[config.mk]
export PLATFORM = sky130hd
export DESIGN_NAME = mult_drum
export DESIGN_NICKNAME = d
export VERILOG_FILES = /design/src/rtl/fp32_pkg.sv /design/src/rtl/drum_segment.sv /design/src/rtl/mult_drum.sv
export SDC_FILE = /design/constraint.sdc
export NUM_CORES = 1
export LEC_CHECK = 0
export ABC_CLOCK_PERIOD_IN_PS = 2800
export CORE_MARGIN = 3
export CORE_UTILIZATION = 64
export DETAILED_ROUTE_END_ITERATION = 7
export HOLD_SLACK_MARGIN = 0.02
export PLACE_DENSITY = 0.95
export SYNTH_ARGS = -nofsm -noshare
export SYNTH_HDL_FRONTEND = slang
export SYNTH_SLANG_ARGS = --single-unit
[constraint.sdc]
create_clock -name clk -period 2.8 [get_ports clk]
set_input_delay 0.56 -clock clk [delete_from_list [all_inputs] [get_ports clk]]
set_output_delay 0.56 -clock clk [all_outputs]
set_load 0.01 [all_outputs]
[src/rtl/fp32_pkg.sv]
// FP32 field layout and constants shared by the approximate multipliers.
package fp32_pkg;

  localparam int          BIAS     = 127;
  localparam logic [7:0]  EXP_MAX  = 8'hFF;
  localparam int          SIGN_POS = 31;
  localparam int          EXP_MSB  = 30;
  localparam int          EXP_LSB  = 23;
  localparam int          FRAC_MSB = 22;
  localparam int          FRAC_W   = 23;
  localparam int          SIG_W    = 24;

  typedef struct packed {
    logic        sign;
    logic [7:0]  exp;
    logic [22:0] frac;
  } fp32_t;

endpackage

[src/rtl/drum_segment.sv]
// DRUM segment extractor: K-bit window under the leading one,
// with the LSB forced high when discarded bits are nonzero.
module drum_segment #(
  parameter int K = 8
) (
  input  logic [23:0]  m,
  output logic [K-1:0] seg,
  output logic [4:0]   sh
);

  logic [4:0]  t;
  logic [23:0] win;
  logic        sticky;

  always_comb begin
    t = '0;
    for (int i = 0; i < 24; i++) begin
      if (m[i]) t = 5'(i);
    end
  end

  always_comb begin
    sh = '0;
    if (32'(t) >= K) sh = t - 5'(K - 1);
  end

  assign win    = m >> sh;
  assign sticky = |(m & ~({24{1'b1}} << sh));
  assign seg    = win[K-1:0] | {{(K-1){1'b0}}, sticky};

endmodule

[src/rtl/mult_drum.sv]
// FP32 multiplier with a DRUM approximate significand product.
// Combinational datapath, one output register stage.
module mult_drum
  import fp32_pkg::*;
#(
  parameter int K = 8
) (
  input  logic        clk,
  input  logic        reset,
  input  logic [31:0] a_operand,
  input  logic [31:0] b_operand,
  output logic [31:0] result,
  output logic        Exception,
  output logic        Overflow,
  output logic        Underflow
);

  fp32_t a, b;
  logic [23:0] m_a, m_b;
  logic [K-1:0] seg_a, seg_b;
  logic [4:0] sh_a, sh_b;
  logic [2*K-1:0] core;
  logic [5:0] sh_sum;
  logic [47:0] p;
  logic signed [9:0] e_raw, e_norm;
  logic [22:0] frac;
  logic zero, exc, ovf, unf;
  logic [31:0] res_d;

  assign a   = a_operand;
  assign b   = b_operand;
  assign m_a = {a.exp != 8'd0, a.frac};
  assign m_b = {b.exp != 8'd0, b.frac};

  drum_segment #(.K(K)) u_seg_a (
    .m   (m_a),
    .seg (seg_a),
    .sh  (sh_a)
  );

  drum_segment #(.K(K)) u_seg_b (
    .m   (m_b),
    .seg (seg_b),
    .sh  (sh_b)
  );

  assign core   = seg_a * seg_b;
  assign sh_sum = {1'b0, sh_a} + {1'b0, sh_b};
  assign p      = 48'(core) << sh_sum;

  assign e_raw  = 10'(a.exp) + 10'(b.exp) - 10'(BIAS);
  assign e_norm = p[47] ? e_raw + 10'sd1 : e_raw;
  assign frac   = p[47] ? p[46:24] : p[45:23];

  // A zero operand suppresses range flags but not Exception
  assign zero = (m_a == 24'd0) || (m_b == 24'd0);
  assign exc  = (a.exp == EXP_MAX) || (b.exp == EXP_MAX);
  assign ovf  = !zero && (e_norm >= 10'sd255);
  assign unf  = !zero && (e_norm <= 10'sd0);

  always_comb begin
    res_d = {a.sign ^ b.sign, e_norm[7:0], frac};
    if (zero || exc || ovf || unf) res_d = '0;
  end

  always_ff @(posedge clk or posedge reset) begin
    if (reset) begin
      result    <= '0;
      Exception <= 1'b0;
      Overflow  <= 1'b0;
      Underflow <= 1'b0;
    end else begin
      result    <= res_d;
      Exception <= exc;
      Overflow  <= ovf;
      Underflow <= unf;
    end
  end

endmodule

==> summary.txt, run 1 <==
Synth
  • Mux contribution to synthesized area: 0.0933
  • Synthesized cell area: 0.00896 mm²
  • Mapped Cells: 1230
  • Largest family of logic cells by synthesized area: simple AND/OR/NAND/NOR gates
  • Simple-Gate Fraction of Synth Area: 0.279
  • Flops & latches, synth: 35
  • Count of flip-flops with a built-in enable after synthesis: 0
  • Post-synth ARST share: 1.00
  • Post-synthesis cell type count: 95
  • Synth warn: 0
  • Per-instance average area after synthesis: 7.29 µm²
  • Mapped Nets: 1393
  • Synth Area in Compound Gates: 0.242
  • Synth Area in XOR/XNOR: 0.0322
  • Fraction of the mapped netlist area in adder cells: 0.167
  • Predominant post-synthesis flop cell: dfrtp_1
  • Register area share after synthesis: 0.0977

Status
  • Status: did not finish
  • Stop err: [ERROR DPL-0038] Utilization greater than 100%, impossible to legalize
  • Failing step: 4_1_cts

CTS
  • H-tree Lvls: 2
  • Root Buffer: clkbuf_16
  • CTS buffer count: 5
  • Postcts setup bufs: 90
  • Sink Count: 35
  • CTS Buffer Depth: 2
  • Cts repair resizes: 349
  • Hold bufs inserted after CTS: 0

Die
  • Die height: 124 µm
  • Row count: 42
  • Die Wd: 124 µm
  • Initial Utilization: 0.666
  • I/O pin count: 101

Placement
  • IO Port Bufs: 100
  • Worst slack at placement: -7670 ps
  • GPL Wtd Cong: 1.12
  • DPL Wire Length: 39.0 mm
==> cell usage after synthesis, drive strengths merged, types with 4 or more instances <==
cell type,count,share of area
mux2,8,0.010
nand3,38,0.022
a21o,11,0.0092
o31ai,12,0.011
o21ai,71,0.040
a211oi,17,0.015
o22ai,11,0.0077
fa,38,0.085
clkbuf,51,0.021
and3,10,0.0075
nor2,139,0.059
or4,5,0.0042
a31oi,22,0.015
dfrtp,35,0.098
and2,7,0.0052
mux2i,52,0.058
xnor2,23,0.022
nor2b,13,0.0091
buf,21,0.015
xor2,10,0.0098
a22oi,8,0.0067
a2111oi,5,0.0064
or3,6,0.0042
o211ai,14,0.012
nor4,34,0.042
o221ai,8,0.0078
nand2b,19,0.013
o21bai,6,0.0050
ha,59,0.082
o31a,5,0.0049
nand4,9,0.0063
a31o,7,0.0068
inv,119,0.050
mux4,10,0.025
o211a,4,0.0045
nand2,128,0.056
nor3,43,0.026
or2,20,0.014
a21oi,77,0.044
o21a,7,0.0059
==> cell families after synthesis <==
family | after synthesis
AND/OR/NAND/NOR | 480
adder cells (fa/ha/maj) | 97
multiplexers | 70
XOR/XNOR | 33
buffers and inverters | 193
flip-flops | 35
AO/OA/AOI/OAI | 322
==> stage by stage <==
stage	instances	cell area, µm²
detailed placement	1821	13000
global placement	1821	13000
floorplan	1230	9200
==> inputs of run 2 (changes only) <==
--- a/config.mk
+++ b/config.mk
@@ -7,10 +7,9 @@
 export LEC_CHECK = 0
 export ABC_CLOCK_PERIOD_IN_PS = 2800
 export CORE_MARGIN = 3
-export CORE_UTILIZATION = 64
+export CORE_UTILIZATION = 40
 export DETAILED_ROUTE_END_ITERATION = 7
-export HOLD_SLACK_MARGIN = 0.02
-export PLACE_DENSITY = 0.95
+export PLACE_DENSITY_LB_ADDON = 0.15
 export SYNTH_ARGS = -nofsm -noshare
 export SYNTH_HDL_FRONTEND = slang
 export SYNTH_SLANG_ARGS = --single-unit
==> summary.txt, run 2 <==
Placement
  • IO Port Bufs: 100 (unchanged)
  • DPL Wire Length: 28.0 mm (-28%)
  • Placed insts: 1952 (+7.2%)
  • Worst slack at placement: -6990 ps (+673 ps)
  • GPL Wtd Cong: 0.960 (-15%)

Layout
  • Layout cells sized above 1: 0.401
  • Post-route insts no fill: 2004
  • Area added between synthesis and finish: 62.5%
  • ANT cells: 0
  • Commonest non-fill, non-tap cell in the layout: buf_4
  • Biggest register: result
  • NumNets Final: 1887
  • Most frequent cells in the layout: buf_4, nor2_1, nand2_1, inv_1, a21oi_1
  • Max reg flops: 32

Power and ir drop
  • Share of power burned in registers: 0.069
  • Max IR drop VDD: 0.576 mV
  • Logic pwr share: 0.878
  • PD cells: 686 mW/mm²
  • Clock power frac: 0.053
  • Switching pwr: 0.00457 W
  • Cell leakage power: 6.80 nW
  • Sw frac: 0.457
  • Cell Int Power: 0.00542 W

Synth
  • Synth warn: 0 (unchanged)
  • Synthesized cell area: 0.00896 mm² (unchanged)
  • Count leader, synth: nor2_1
  • Post-synthesis cell type count: 95 (unchanged)
  • Most frequent cells after synthesis: nor2_1, nand2_1, inv_1
  • Flops & latches, synth: 35 (unchanged)
  • Post-synth top area share: 0.0977 (unchanged)
  • Synth area leader: dfrtp_1
  • Post-synth ARST share: 1.00 (unchanged)
  • Count of flip-flops with a built-in enable after synthesis: 0 (unchanged)
  • Top cells by area, synth: dfrtp_1, fa_1, ha_1
  • Mapped Nets: 1393 (unchanged)
  • Register area share after synthesis: 0.0977 (unchanged)
  • Predominant post-synthesis flop cell: dfrtp_1
  • Per-instance average area after synthesis: 7.29 µm² (unchanged)
  • Mapped Cells: 1230 (unchanged)

Detailed routing
  • Via Count: 11300
  • Routed WL: 35.9 mm
  • Via density: 5.65
  • Initial DRC count: 764
  • Antenna viol nets, final: 0
  • DR pass1 iterations: 6
  • DR WL/cell: 17.9 µm
  • DRC: 0

CTS
  • Root Buffer: clkbuf_16
  • Clk pin slew, worst setup/hold paths: 50 ps
  • CTS buffer count: 5 (unchanged)
  • CTS Buffer Depth: 2 (unchanged)
  • H-tree Lvls: 2 (unchanged)
  • Sink Count: 35 (unchanged)
  • TritonCTS clock tree: yes

Global routing
  • Initial antenna violation count: 0
  • First-pass GRT wire length: 57.5 mm
  • Vias in the first global route: 11600
  • Global-route usage over all layers: 0.287
  • Largest net degree at the start of global routing: 36
  • Gr ovfl total: 0

Setup path
  • Crit path max fanout: 7
  • Crit path kind: input pin to flop
  • Critical path arrival: 9300 ps
  • Crit-path slowest cell: mux4_2
  • Crit path required time: 2970 ps
  • CP peak stage delay: 530 ps
  • CP Launch Type: input pin
  • Critical path endpoint category: flop

Die
  • Row count: 54 (+29%)
  • I/O pin count: 101 (unchanged)
  • DIE AREA: 0.0242 mm²
  • Die Wd: 156 µm (+25%)
  • Die height: 156 µm (+25%)
  • Initial Utilization: 0.409 (-0.257)
  • Core ar.: 0.0219 mm²

Hold path
  • Hold Path Class: input pin to async pin

Timing
  • Worst-Margin Slew: 731 ps
  • Final min period: 9140 ps
  • Relative slew margins: 0.508
  • Final-report setup violation count: 34
  • RSZ-0062 raised after global routing: yes
  • Final Hold Viols: 0
  • FMAX: 109 MHz
  • Crit share post-route: 3.26
  • Worst setup margin: -6340 ps
  • Final Max Tran Viols: 0

Job
  • Max-Cap Viols: 0

Status
  • Status: finished, violations left
  • Failing checks: setup timing
==> run 2: logic make-up after synthesis <==
logic type	Yosys count	share of synthesized area
AOI/OAI and AO/OA	322	0.243
muxes	70	0.0933
buffers and inverters	193	0.0878
and+or+nand+nor	480	0.279
xor gates and xnor gates	33	0.0322
adders and majority gates	97	0.167
DFF	35	0.0977
==> run 2: final timing paths <==
path,startpoint,endpoint,slack (ps),depth (start not counted)
setup / recovery,b_operand[27],result[16],-6340,42
max in group asynchronous,reset,result[2],1800,3
min in group clk,a_operand[31],result[31],960,3
hold / removal,reset,result[6],700,3
==> run 2: worst max-delay path: cells and delay by family <==
family,cells,cell delay [ps]
adders and majority gates,6,2280
and+or+nand+nor,8,1470
xor gates and xnor gates,1,140
buffers and inverters,12,1280
AOI/OAI and AO/OA,11,2400
muxes,4,1160
==> run 2: layout make-up <==
| class | instances | area, µm² |
|---|---|---|
| clock buffer | 6 | 139 |
| clock inverter | 1 | 5.00 |
| fill | 1888 | 7330 |
| inverter | 121 | 472 |
| multi-input combinational | 1004 | 8200 |
| sequential | 35 | 876 |
| tap | 280 | 350 |
| timing repair buffer | 556 | 4520 |
| timing repair inverter | 1 | 8.76 |
==> run 2: per-stage QoR <==
| step | cell area [µm²] | power, W | hold slack, ps | setup TNS (ps) | utilization |
|---|---|---|---|---|---|
| 4_1_cts | 14300 | 0.00958 | 695 | -207860 | 0.652 |
| 2_1_floorplan | 9200 | 0.00511 | 714 | -209210 | - |
| 3_5_place_dp | 13300 | 0.00849 | 986 | -234080 | 0.609 |
| 5_1_grt | 14600 | 0.0108 | 758 | -221900 | 0.665 |
| 3_3_place_gp | 13300 | 0.00841 | 973 | -232500 | 0.609 |
| 6_report | 14600 | 0.00999 | 703 | -211430 | 0.665 |
==> run 2: power by group through the flow <==
stage / clock network, W / logic, W / registers [W]
2_1_floorplan: 0 / 0.00434 / 0.000766
3_3_place_gp: 0 / 0.00772 / 0.000693
3_5_place_dp: 0 / 0.00780 / 0.000697
4_1_cts: 0.000535 / 0.00835 / 0.000690
5_1_grt: 0.000563 / 0.00955 / 0.000699
6_report: 0.000532 / 0.00877 / 0.000688
==> run 2: per-layer routing <==
layer,global-route usage,part of all wire,up-vias
li1,-,-,5395
met1,0.346,0.40,5345
met2,0.515,0.50,456
met3,0.0216,0.052,121
met4,0.137,0.049,0
met5,0,0,-
==> run 2: what timing repair did <==
item / CTS / global route
hold buffers: 0 / 0
setup endpoints to repair: 34 / 34
buffers inserted: 38 / 9
pin swaps: 71 / 19
cloned: 7 / 0
gates resized for setup: 237 / 59
No activity file was read; power rests on OpenSTA's default activity.
